**src/rtl/lsu_ctrl.sv**
```systemverilog
// Load/store initiator: aligns store data, builds byte enables, handshakes with data_mem.
// Define LSU_MISALIGN_EXC_EN to reject misaligned requests instead of force-aligning them.
module lsu_ctrl #(
  parameter int unsigned ADDR_W = 18
) (
  input  logic              i_clk,
  input  logic              i_rst_n,
  input  logic              i_lsu_vld,
  input  logic              i_lsu_wren,
  input  logic [2:0]        i_lsu_op,
  input  logic [31:0]       i_lsu_addr,
  input  logic [31:0]       i_lsu_wdata,
  output logic              o_stall,
  output logic              o_done,
  output logic [31:0]       o_ld_data,
  output logic              o_misalign,
  output logic [ADDR_W-1:0] o_ADDR,
  output logic [31:0]       o_WDATA,
  output logic [3:0]        o_BMASK,
  output logic              o_WREN,
  output logic              o_VALID,
  input  logic [31:0]       i_RDATA,
  input  logic              i_READY
);

  typedef enum logic [1:0] {StIdle, StBusy, StDone} state_e;

  state_e            state_q;
  logic [ADDR_W-1:0] addr_q;
  logic [31:0]       wdata_q;
  logic [31:0]       ld_data_q;
  logic [3:0]        bmask_q;
  logic [2:0]        op_q;
  logic              wren_q;
  logic              valid_q;
  logic              done_q;
  logic              misalign_q;

  logic [1:0]  req_off;
  logic [1:0]  req_size;
  logic [1:0]  eff_off;
  logic [3:0]  req_bmask;
  logic [31:0] req_wdata;
  logic        reject;
  logic [15:0] rdata_sh;
  logic [31:0] ld_ext;
  logic        unused_addr;

  assign req_off     = i_lsu_addr[1:0];
  assign req_size    = i_lsu_op[1:0];
  assign unused_addr = ^i_lsu_addr[31:ADDR_W];

  // eff_off is the size-aligned offset; equal to req_off for any aligned request.
  always_comb begin
    eff_off   = 2'b00;
    req_bmask = 4'hf;
    req_wdata = i_lsu_wdata;
    unique case (req_size)
      2'b00: begin
        eff_off   = req_off;
        req_bmask = 4'b0001 << req_off;
        req_wdata = {4{i_lsu_wdata[7:0]}};
      end
      2'b01: begin
        eff_off   = {req_off[1], 1'b0};
        req_bmask = 4'b0011 << {req_off[1], 1'b0};
        req_wdata = {2{i_lsu_wdata[15:0]}};
      end
      default: ;
    endcase
    if (!i_lsu_wren) begin
      req_bmask = 4'hf;
    end
  end

`ifdef LSU_MISALIGN_EXC_EN
  assign reject = ((req_size == 2'b01) && req_off[0]) || (req_size[1] && (req_off != 2'b00));
`else
  assign reject = 1'b0;
`endif

  assign rdata_sh = 16'(i_RDATA >> {addr_q[1:0], 3'b000});

  always_comb begin
    ld_ext = i_RDATA;
    unique case (op_q[1:0])
      2'b00:   ld_ext = op_q[2] ? {24'h0, rdata_sh[7:0]} : {{24{rdata_sh[7]}}, rdata_sh[7:0]};
      2'b01:   ld_ext = op_q[2] ? {16'h0, rdata_sh} : {{16{rdata_sh[15]}}, rdata_sh};
      default: ;
    endcase
  end

  always_ff @(posedge i_clk or negedge i_rst_n) begin
    if (!i_rst_n) begin
      state_q    <= StIdle;
      addr_q     <= '0;
      wdata_q    <= '0;
      ld_data_q  <= '0;
      bmask_q    <= '0;
      op_q       <= '0;
      wren_q     <= 1'b0;
      valid_q    <= 1'b0;
      done_q     <= 1'b0;
      misalign_q <= 1'b0;
    end else begin
      misalign_q <= 1'b0;
      done_q     <= 1'b0;
      unique case (state_q)
        StIdle: begin
          if (i_lsu_vld) begin
            if (reject) begin
              misalign_q <= 1'b1;
            end else begin
              state_q <= StBusy;
              valid_q <= 1'b1;
              addr_q  <= {i_lsu_addr[ADDR_W-1:2], eff_off};
              wdata_q <= req_wdata;
              bmask_q <= req_bmask;
              op_q    <= i_lsu_op;
              wren_q  <= i_lsu_wren;
            end
          end
        end
        StBusy: begin
          if (i_READY) begin
            state_q   <= StDone;
            valid_q   <= 1'b0;
            done_q    <= 1'b1;
            ld_data_q <= ld_ext;
          end
        end
        StDone: begin
          state_q <= StIdle;
        end
        default: begin
          state_q <= StIdle;
          valid_q <= 1'b0;
        end
      endcase
    end
  end

  assign o_stall    = ((state_q == StIdle) && i_lsu_vld && !reject) || (state_q == StBusy);
  assign o_done     = done_q;
  assign o_ld_data  = ld_data_q;
  assign o_misalign = misalign_q;
  assign o_ADDR     = addr_q;
  assign o_WDATA    = wdata_q;
  assign o_BMASK    = bmask_q;
  assign o_WREN     = wren_q;
  assign o_VALID    = valid_q;

endmodule
```
**config.mk**
```make
export PLATFORM = sky130hd
export DESIGN_NAME = lsu_ctrl
export DESIGN_NICKNAME = d
export VERILOG_FILES = /design/src/rtl/lsu_ctrl.sv
export SDC_FILE = /design/constraint.sdc
export NUM_CORES = 1
export LEC_CHECK = 0
export CAP_MARGIN = 40
export CORE_ASPECT_RATIO = 0.9
export CORE_MARGIN = 3
export CORE_UTILIZATION = 42
export DETAILED_ROUTE_END_ITERATION = 16
export PLACE_DENSITY = 0.84
export SLEW_MARGIN = 40
export SYNTH_ARGS = -nofsm -noshare
export SYNTH_HDL_FRONTEND = slang
export SYNTH_SLANG_ARGS = --single-unit
```
**constraint.sdc**
```tcl
create_clock -name i_clk -period 1.62 [get_ports i_clk]
set_clock_uncertainty 0.05 [all_clocks]
set_input_delay 0.243 -clock i_clk [delete_from_list [all_inputs] [get_ports i_clk]]
set_output_delay 0.243 -clock i_clk [all_outputs]
set_load 0.01 [all_outputs]
```
# ---- Yosys cells after proc, flatten, opt, wreduce, memory -nomap -nowiden
# Cells that the tools add are included.
dict set report totals {
  input_bits 104
  memories 0
  rom_bits 0
  output_inout_bits 91
  latch_bits 0
  mem_bits_rw 0
  reg_bits 94
}
dict set report classes {
  bitwise 1
  n_reduce_logical 9
  order_cmp 0
  mul 0
  add_sub_neg 0
  shift 3
  eq_ne 6
  muxes 15
  div 0
}
# cell count
set op_table {}
lappend op_table {{32-bit one-hot mux with 2 select lines} 2}
lappend op_table {{32-bit 2-to-1 mux} 2}
lappend op_table {{32-bit by 5-bit >> shifter with 16-bit output} 1}
lappend op_table {{2-bit one-hot mux with 2 select lines} 2}
lappend op_table {{4-bit one-hot mux with 2 select lines} 1}
lappend op_table {{2-bit by 1-bit == test with 1-bit output, second input constant} 3}
lappend op_table {{2-bit zero test} 3}
lappend op_table {{2-bit AND reduction} 3}
lappend op_table {{1-bit 2-to-1 mux} 4}
lappend op_table {{2-bit 2-to-1 mux} 2}
lappend op_table {{4-bit 2-to-1 mux} 1}
lappend op_table {{2-bit inequality test, second input constant} 2}
lappend op_table {{1-bit by 2-bit left shift with 4-bit output, first input constant} 1}
lappend op_table {{2-bit by 2-bit left shift with 4-bit output, first input constant} 1}
lappend op_table {{1-bit one-hot mux with 3 select lines} 1}
lappend op_table {{3-bit AND reduction} 1}
lappend op_table {{2-bit == test, second input constant} 1}
lappend op_table {{1-bit logical AND} 1}
lappend op_table {{1-bit logical OR} 1}
lappend op_table {{1-bit NOT} 1}

# ---- Longest topological paths before layout
dict set report logic_depth {
  ltp_word 3
  depth_mapped 6
  mapped_depth_nobuf 4
}

# ---- Worst setup path before layout
# No wires, ideal clock.
dict set report synth_path {
  path_type {register -> register}
  startpoint {register addr_q[1], in the netlist o_ADDR[1]}
  endpoint {register ld_data_q[10], in the netlist o_ld_data[10]}
  setup_ns 0.135
  stages_incl_launch_ff 5
  path_slack_ns 0.182
  required_time_ns 1.435
  arrival_time_ns 1.253
  period_less_slack_ns 1.438
  cell_sequence {dfrtp_1 -> mux2i_1 -> mux2i_1 -> a21oi_2 -> a21oi_1}
}
dict set report synth_between {
  elab_chain_cells 3
}
# item line_no
set synth_rtl {}
lappend synth_rtl {{from (decl)} 29} ;# logic [ADDR_W-1:0] addr_q;
lappend synth_rtl {{from (signal assigned)} 116} ;# addr_q <= {i_lsu_addr[ADDR_W-1:2], eff_off};
lappend synth_rtl {{32-bit by 5-bit >> shifter with 16-bit output *} 82} ;# assign rdata_sh = 16'(i_RDATA >> {addr_q[1:0], 3'b000});
lappend synth_rtl {{32-bit 2-to-1 mux, on equally long branches} {88, 87}}
lappend synth_rtl {{32-bit one-hot mux with 2 select lines *} 86} ;# unique case (op_q[1:0])
lappend synth_rtl {{to (signal assigned)} 129} ;# ld_data_q <= ld_ext;
lappend synth_rtl {{to (decl)} 31} ;# logic [31:0] ld_data_q;
# Every way passes the cells marked *; elsewhere a longest branch is shown, timed or not.
# A chain may end at the register's enable or synchronous reset.

# ---- Worst setup path after layout
dict set report layout_path {
  startpoint {register ld_data_q[13], in the netlist o_ld_data[13]}
  endpoint {output port o_ld_data[13]}
}
# item line_no
set layout_lines {}
lappend layout_lines {{to (decl)} 15} ;# output logic [31:0] o_ld_data,
# No word-level cell between the ends.

==> results.json <==
{
  "most-common-layout-cells": "172 x clkdlybuf4s50_1, 120 x nand2_1, 92 x dfrtp_1",
  "crit_path_top_delay_cell": "clkdlybuf4s50_1",
  "cp-end-kind": "primary output",
  "async_flop_share_pct": 100,
  "max_freq_mhz": 633,
  "antenna_cells": 0,
  "cts.clk_slew.worst_paths_ps": 70,
  "grt_pass1_vias": 4183,
  "ant_nets": 0,
  "crit_family": "buffers and inverters",
  "fin_crit_ps": 1580,
  "avgSynthCellArea_sq_um": 9.17,
  "yosys.area.top_type": "dfrtp_1",
  "port_buffers": 179,
  "power_density_mw_per_mm2": 1400,
  "critPathBufInv": 1,
  "path_depth": 1,
  "vias": 4200,
  "critPathLaunchType": "flip-flop",
  "io-pin-count": 195,
  "maxSlewViolCount": 0,
  "wl_met3_mm": 1.46,
  "synth_seq_area_share_pct": 52.7,
  "min_path_cells": 3,
  "fin_hold_ws_ps": 377,
  "syn_inst": 487,
  "initial_core_util_pct": 43.4,
  "drive_above_1_share_pct": 7.60,
  "grt_pass1_wl_mm": 21.7,
  "utilization_pct": 66.0,
  "grt.total_usage_pct": 22.9,
  "yosysTopAreaCellShare_pct": 52.7,
  "mostFrequentLayoutCell": "clkdlybuf4s50_1",
  "cap_violations": 0,
  "fillers": 830,
  "post-route-period-util_pct": 97.6,
  "hold_viol": 0,
  "cts_buffer_depth": 2,
  "setup_tns_ps": 0,
  "yosys_warnings": 0,
  "slew_headroom_pct": 64.8,
  "power_uw": 9520,
  "fin_nets": 770,
  "synth-edff-count": 0,
  "coreArea_sq_mm": 0.0103,
  "max_stage_delay_ps": 550,
  "worstSkewPairLatency_ps": 340,
  "numClockSinks": 94,
  "critPathRequiredTime_ps": 1330,
  "area_delta_synth_final_pct": 52.2,
  "top_layer": "met4",
  "rsz0062_at_grt": "no",
  "yosys-top-cells-area": "dfrtp_1 53%, nand2_1 10%, mux2i_1 8.3%",
  "synth_seq_cells": 94,
  "dp_hpwl_mm": 9.95,
  "wirelength_mm": 13.6,
  "outcome": "finished clean",
  "min_path_type": "in2reg",
  "tightestPinTransition_ps": 528,
  "synthDistinctLibCells": 33,
  "wl_met2_mm": 6.46,
  "seqCellArea_sq_mm": 0.00235,
  "dpl_worst_slack_ps": -128,
  "path_cells": "clkdlybuf4s50_1",
  "syn_nets": 591,
  "r2r_cells": 5,
  "multiInputGateArea_sq_mm": 0.00189,
  "dieArea_sq_mm": 0.0119,
  "grt_overflow": 0,
  "grt_max_degree": 95,
  "cts_tree": "yes",
  "die_w_microns": 115,
  "viasPerCell": 5.25,
  "met1_length_mm": 5.34,
  "setup_viol": 0,
  "path_class": "reg2out",
  "p_leak_uw": 0.00308,
  "die_h_microns": 104,
  "critical_path_arrival_ps": 1290,
  "fin_ws_ps": 39.6,
  "wl_per_cell_microns": 17.0,
  "placementRows": 35,
  "netlist_area_sq_mm": 0.00447,
  "drc": 0,
  "ys.flop_type": "dfrtp_1",
  "peakVddDrop_mv": 0.799,
  "htreeDepth": 3,
  "place.gp.congestion": 0.845,
  "cp_max_fo": 2,
  "antenna_found_initial": 0,
  "first_pass_iters": 6,
  "first_iter_violations": 303,
  "clock-root-buffer": "clkbuf_16",
  "cts_made_buffers": 9
}
[cell usage after synthesis, types with 7 or more instances]
cell and count:
a21o_1 7, a21oi_1 36, buf_2 17, clkbuf_1 7
dfrtp_1 94, inv_1 7, mux2i_1 37, nand2_1 120
nand3_1 34, nand3b_1 9, nor2_1 40, o21ai_0 34
o22ai_1 7
[sequential cells by signal, indices dropped and copies added (netlist names)]
register and count:
o_WREN 1, op_q 3, o_ADDR 18, o_VALID 1, o_WDATA 32, o_ld_data 32
o_done 1, state_q 2, o_BMASK 4
[routing by layer]
layer	global-route usage, %	vias up
li1	-	1997
met1	27.7	1999
met2	37.7	182
met3	9.11	22
met4	6.79	0
met5	0	-
[final cells by class]
cell class	instances	area share (%)
repair buffers	202	30.6
flip-flops and latches	94	34.7
clock inverters	7	0.847
well taps	129	2.38
inverters	7	0.387
multi-input cells	352	27.8
clock buffers	9	3.31
[power by group]
part | switching (uW) | internal [uW]
Sequential | 471 | 3120
Clock | 983 | 1060
Combinational | 1750 | 2130
[stage by stage]
step,cells,area (sq um)
floorplan,487,4470
detailed placement,781,6470
global route,800,6800
CTS,800,6780
finish,800,6800
global placement,781,6470
[final timing paths]
path / start / endpoint / slack [ps]
setup / recovery: o_ld_data[13] / o_ld_data[13] / 40
hold / removal: i_lsu_addr[9] / o_ADDR[9] / 380
setup reg to reg: state_q[0] / o_BMASK[1] / 120
hold reg to reg: o_WDATA[3] / o_WDATA[3] / 420
max in group asynchronous: i_rst_n / state_q[0] / 640
min in group asynchronous: i_rst_n / o_ld_data[21] / 420
[kinds of logic after synthesis]
| kind of cell | count (synthesis) | share of synthesized area, % |
|---|---|---|
| AOI/OAI and AO/OA | 100 | 12.7 |
| and+or+nand+nor | 214 | 20.9 |
| DFF | 94 | 52.7 |
| muxes | 37 | 8.29 |
| buffers and inverters | 41 | 5.41 |
| other | 1 | 0.0840 |
[what timing repair did]
item,4_1_cts,5_1_grt
hold buffers,1,0
hold endpoints to repair,94,0
setup endpoints to repair,3,18
gates resized for setup,5,7
setup buffers,2,0
Note: power is estimated with default switching activity, not from simulation.
